### src/rtl/interp_upsampler.sv
// Linear-interpolating upsampler: drains a standard-mode FIFO and emits one
// interpolated DAC sample per tick, R = 2**LOG2R outputs per input segment.
//
// state  | meaning
// IDLE   | disabled, waiting for ena
// PRIME0 | fetching segment start sample A
// PRIME1 | fetching segment end sample B
// RUN    | interpolating A->B, prefetching N
// HOLD   | segment ran out of data, repeating B until N arrives
module interp_upsampler #(
  parameter int DW    = 12,
  parameter int LOG2R = 3
) (
  input  logic          clk,
  input  logic          rst_n,
  input  logic          ena,
  input  logic          tick,
  input  logic [DW-1:0] fifo_dout,
  input  logic          fifo_empty,
  output logic          fifo_rd_en,
  output logic [DW-1:0] dac_data,
  output logic          dac_valid,
  output logic          underrun,
  output logic          running
);

  localparam int PW = DW + 1 + LOG2R;
  localparam logic [LOG2R-1:0] K_LAST = '1;

  typedef enum logic [2:0] {IDLE, PRIME0, PRIME1, RUN, HOLD} state_t;

  state_t               state, state_nx;
  logic signed [DW-1:0] a_q, b_q, n_q;
  logic [LOG2R-1:0]     k_q;
  logic                 nvalid, rd_pend, rd_want;
  logic                 cap, seg_end, advance;

  logic signed [DW:0]   diff;
  logic signed [PW-1:0] diff_x, k_x, prod, step, sum;
  logic signed [DW-1:0] interp_y;
  logic                 unused_sum_hi;

  // y = A + floor((B - A) * k / R); result always lies between A and B.
  always_comb begin
    diff          = {b_q[DW-1], b_q} - {a_q[DW-1], a_q};
    diff_x        = PW'(diff);
    k_x           = PW'($signed({1'b0, k_q}));
    prod          = diff_x * k_x;
    step          = prod >>> LOG2R;
    sum           = step + PW'(a_q);
    interp_y      = sum[DW-1:0];
    unused_sum_hi = ^sum[PW-1:DW];
  end

  // A read issued last cycle always lands this cycle; with ena low it is dropped.
  assign cap     = rd_pend & ena;
  assign seg_end = tick && (k_q == K_LAST);
  assign advance = seg_end && (nvalid || cap);

  always_comb begin
    state_nx = state;
    rd_want  = 1'b0;
    case (state)
      IDLE:   if (ena) state_nx = PRIME0;
      PRIME0: begin
        rd_want = 1'b1;
        if (cap) state_nx = PRIME1;
      end
      PRIME1: begin
        rd_want = 1'b1;
        if (cap) state_nx = RUN;
      end
      RUN: begin
        rd_want = ~nvalid;
        if (seg_end && !advance) state_nx = HOLD;
      end
      HOLD: begin
        rd_want = 1'b1;
        if (cap) state_nx = RUN;
      end
      default: state_nx = IDLE;
    endcase
    if (!ena) state_nx = IDLE;
    fifo_rd_en = ena && rd_want && !fifo_empty && !rd_pend;
  end

  always_ff @(posedge clk or negedge rst_n) begin
    if (!rst_n) begin
      state <= IDLE;
    end else begin
      state <= state_nx;
    end
  end

  always_ff @(posedge clk or negedge rst_n) begin
    if (!rst_n) begin
      a_q       <= '0;
      b_q       <= '0;
      n_q       <= '0;
      k_q       <= '0;
      nvalid    <= 1'b0;
      rd_pend   <= 1'b0;
      dac_data  <= '0;
      dac_valid <= 1'b0;
      underrun  <= 1'b0;
      running   <= 1'b0;
    end else begin
      rd_pend   <= fifo_rd_en;
      running   <= (state_nx == RUN) || (state_nx == HOLD);
      dac_valid <= 1'b0;
      if (!ena) begin
        k_q    <= '0;
        nvalid <= 1'b0;
      end else begin
        case (state)
          PRIME0: if (cap) a_q <= fifo_dout;
          PRIME1: begin
            if (cap) begin
              b_q <= fifo_dout;
              k_q <= '0;
            end
          end
          RUN: begin
            if (cap) begin
              n_q    <= fifo_dout;
              nvalid <= 1'b1;
            end
            if (tick) begin
              dac_data  <= interp_y;
              dac_valid <= 1'b1;
              k_q       <= k_q + 1'b1;
            end
            // Bypass: a sample landing on the last tick advances the segment directly.
            if (advance) begin
              a_q    <= b_q;
              b_q    <= nvalid ? n_q : fifo_dout;
              nvalid <= 1'b0;
            end else if (seg_end) begin
              underrun <= 1'b1;
            end
          end
          HOLD: begin
            if (tick) begin
              dac_data  <= b_q;
              dac_valid <= 1'b1;
            end
            if (cap) begin
              a_q    <= b_q;
              b_q    <= fifo_dout;
              nvalid <= 1'b0;
              k_q    <= '0;
            end
          end
          default: ;
        endcase
      end
    end
  end

endmodule

### config.mk
export PLATFORM = sky130hd
export DESIGN_NAME = interp_upsampler
export DESIGN_NICKNAME = d
export VERILOG_FILES = /design/src/rtl/interp_upsampler.sv
export SDC_FILE = /design/constraint.sdc
export NUM_CORES = 1
export LEC_CHECK = 0
export ABC_AREA = 1
export CAP_MARGIN = 20
export CORE_MARGIN = 1
export CORE_UTILIZATION = 32
export DETAILED_ROUTE_END_ITERATION = 16
export SYNTH_ARGS = -nofsm -noshare
export SYNTH_HDL_FRONTEND = slang
export SYNTH_SLANG_ARGS = --single-unit
### constraint.sdc
create_clock -name clk -period 4.4 [get_ports clk]
set_input_delay 1.32 -clock clk [delete_from_list [all_inputs] [get_ports clk]]
set_output_delay 1.32 -clock clk [all_outputs]
set_load 0.02 [all_outputs]
==> run_results.csv <==
group,metric,value,unit
sta,rsz0062_at_grt,"true",
sta,tightest_slew,0.9528,ns
sta,hold-worst-slack,0.4754,ns
setup_path,cpPeakStageDelay,0.56,ns
clocking,cts.path.max_buffers,2,
placement,hpwlAfterDp,10960,um
clocking,holdBufCountCts,0,
run,drv_cap,0,
layout,syn_to_final_growth,46.57,%
synth,syn-num-nets,795,
clocking,cts-htree-levels,3,
clocking,cts_made_buffers,9,
clocking,clk_pin_slew,0.06,ns
clocking,clk_latency,0.33,ns
sta,worst_slack,-0.4264,ns
pwr,power_density,568.5,mW/mm2
synth,synth_ff_type,"dfrtp_1",
layout,fill_cells,1520,
setup_path,setup.worst_path.end,"dac_data[11]",
drt,antenna_left,0,
drt,routedWlPerCell,13.55,um
sta,maxSlewViolCount,0,
setup_path,cp_max_fo,3,
worst_hold_path,hold_path.class,"register to register",
drt,vias,4977,
sta,clock-skew-final,0.01009,ns
setup_path,cp-startpoint,"b_q[4]",
setup_path,crit_type,"register to register",
drt,dr.pass1.iters,5,
setup_path,reg2reg_depth,28,
die,num_rows,45,
synth,yosysUniqueCellTypes,36,
layout,drive_gt1_share,28.85,%
die,core-area,0.01537,mm2
layout,n_antenna_cell,0,
grt,antenna_found_initial,0,
die,io_pins,33,
setup_path,cp.required,4.63,ns
worst_hold_path,min_path_cells,2,
sta,final_hold_viol_count,0,
drt,vias_per_cell,4.634,
synth,syn_area,0.005102,mm2
die,die-width,128.3,um
synth,syn_inst,714,
drt,drcViolationCount,0,
die,initial_core_util,33.19,%
setup_path,r2r_start,"b_q[4]",
die,fp.dieH,128.3,um
grt,grt_pass1_vias,4779,
drt,wl,14550,um
clocking,cts_sinks,59,
grt,grt_max_degree,40,
grt,grt_pass1_wl,23360,um
synth,ys_warn_count,0,
sta,slew-limit-headroom,36.48,%
pwr,power.leakage,3.743,nW
pwr,irDropWorstVdd,291.7,uV
outcome,violations,"setup timing",
setup_path,slowest_stage,"fa_1",
sta,timing.final.crit_share,109.7,%
die,die_area,0.01645,mm2
setup_path,cp-start-kind,"register",
setup_path,r2r_slack,-0.43,ns
placement,io_buffers,32,
layout,fin_util,48.65,%
outcome,status,"finished with violations",
placement,gp_congestion,0.8733,
grt,grt_overflow,0,
setup_path,cp_data_arrival_time,5.05,ns
synth,ys_ff_latch,59,
drt,drt-initial-drc-count,254,
layout,nets,940,
setup_path,endpoint_kind,"register",
clocking,cts_tree,"built",
synth,syn_avg_cell_area,7.146,um2
setup_path,regToRegEndpoint,"dac_data[11]",
sta,fmax,207.2,MHz
clocking,cts_root_buffer,"clkbuf_16",
synth,ys_seq_area_share,28.94,%
grt,grtUsageTotal,18.10,%
sta,period_needed,4.826,ns
synth,synth_edf_count,0,
sta,setup_violations,7,
synth,async_flop_share,100.0,%
==> layer usage <==
metal  global-route usage (%)  part of all wire, %  up-vias
met4                    5.536                  1.4        0
met3                    2.087                  2.5       17
li1                         -                    -     2576
met1                    24.59                   48     2303
met5                        0                    0        -
met2                    30.02                   48       81
==> state kept, by name, indices dropped and copies added (netlist names) <==
register   flops
state          3
n_q           12
k_q            3
underrun       1
rd_pend        1
dac_valid      1
dac_data      12
running        1
a_q           12
b_q           12
nvalid         1
==> kinds of logic after synthesis <==
family | after synthesis | share of synthesized area [%]
and+or+nand+nor | 282 | 22.81
xor gates and xnor gates | 25 | 4.291
DFF | 59 | 28.94
adders and majority gates | 64 | 17.75
buffers and inverters | 148 | 11.18
AOI/OAI and AO/OA | 134 | 14.59
muxes | 2 | 0.4414
==> critical path: cells and delay by family, from the launching register on <==
family / cells / cell delay, ns
AND/OR/NAND/NOR: 11 / 1.25
XOR/XNOR: 2 / 0.45
buffers and inverters: 7 / 0.65
AO/OA/AOI/OAI: 4 / 0.53
flip-flops: 1 / 0.41
adder cells (fa/ha/maj): 4 / 1.45
==> power breakdown <==
part	total [W]	internal, W	switching, W	leakage [nW]
clock network	0.000784	0.000523	0.000261	0.162
logic	0.00280	0.00136	0.00144	2.83
registers	0.000668	0.000615	0.0000535	0.747
total	0.00425	0.00250	0.00175	3.74
==> cells in the final DEF, fill, tap and decap left out, types with 3 or more instances in the layout <==
master           synthesis  routed
buf_4                    2     115
xor2_4                   0       3
o21ai_0                 48      37
xnor2_1                  8       6
a21oi_4                  0       8
nand4_1                  5       5
nand3_1                 32      27
nor2_2                   0       9
fa_1                    14      12
a21oi_1                 47      27
clkdlybuf4s50_1          0      30
inv_2                    1      17
nor2_1                  75      65
a21oi_2                  0      12
o21bai_1                 4       3
o21ai_2                  1       7
ha_4                     0      16
inv_1                  129     113
ha_1                    50      34
nand3_2                  1       6
nand2_1                153     142
nand2_4                  0       5
o21ai_1                  6      10
or2_2                    4       4
a31oi_1                  7       7
clkbuf_16                0       9
nor3_1                   8       5
xor2_1                  17      10
nand2_2                  1       7
xor2_2                   0       4
o211ai_1                12      12
buf_6                    0       4
o22ai_1                  3       3
dfrtp_1                 59      59
nor3_4                   0       3
==> cells in the mapped netlist, types with 2 or more instances <==
| cell | n | area share, % |
|---|---|---|
| nand2_1 | 153 | 11 |
| inv_1 | 129 | 9.5 |
| nor2_1 | 75 | 5.5 |
| dfrtp_1 | 59 | 29 |
| ha_1 | 50 | 12 |
| o21ai_0 | 48 | 4.7 |
| a21oi_1 | 47 | 4.6 |
| nand3_1 | 32 | 3.1 |
| xor2_1 | 17 | 2.9 |
| fa_1 | 14 | 5.5 |
| o211ai_1 | 12 | 1.8 |
| clkbuf_1 | 9 | 0.66 |
| nor3_1 | 8 | 0.78 |
| xnor2_1 | 8 | 1.4 |
| a31oi_1 | 7 | 0.86 |
| buf_2 | 6 | 0.59 |
| o21ai_1 | 6 | 0.59 |
| nand4_1 | 5 | 0.61 |
| o21bai_1 | 4 | 0.59 |
| or2_2 | 4 | 0.49 |
| o22ai_1 | 3 | 0.37 |
| a21o_1 | 2 | 0.29 |
| buf_4 | 2 | 0.29 |
| mux2_2 | 2 | 0.44 |
==> through the flow <==
stage	total power, W	instance area (um2)	TNS [ns]	std cells	worst slack (ns)
3_5_place_dp	0.002807	6422	-3.317	1039	-0.5365
3_3_place_gp	0.002804	6422	-2.853	1039	-0.4790
4_1_cts	0.003826	7017	-2.083	1063	-0.4157
2_1_floorplan	0.001887	5179	-0.09956	714	-0.09956
6_report	0.004251	7478	-2.056	1074	-0.4264
5_1_grt	0.004567	7478	-4.357	1074	-0.7881
==> how the worst min path moves through the flow <==
stage | from | to | slack, ns
6_report | dac_data[9] | dac_data[9] | 0.48
5_1_grt | n_q[2] | n_q[2] | 0.51
4_1_cts | underrun | underrun | 0.49
3_5_place_dp | underrun | underrun | 0.46
3_3_place_gp | underrun | underrun | 0.47
2_1_floorplan | n_q[0] | n_q[0] | 0.45
==> cell type report <==
| cell class | count | area [um2] | share of cell area [%] |
|---|---|---|---|
| sequential | 59 | 1476 | 19.74 |
| timing repair buffer | 151 | 1226 | 16.40 |
| inverter | 131 | 491.7 | 6.575 |
| clock buffer | 11 | 252.7 | 3.380 |
| multi-input combinational | 507 | 3694 | 49.39 |
| tap | 211 | 264.0 | 3.530 |
| clock inverter | 4 | 73.82 | 0.9871 |
==> what timing repair did <==
action	in CTS	in global routing
hold endpoints to repair	0	0
buffers inserted	9	11
endpoints found under the setup margin	9	11
pin swaps	29	55
resized for setup	51	77
No activity file was read; power rests on OpenSTA's default activity.
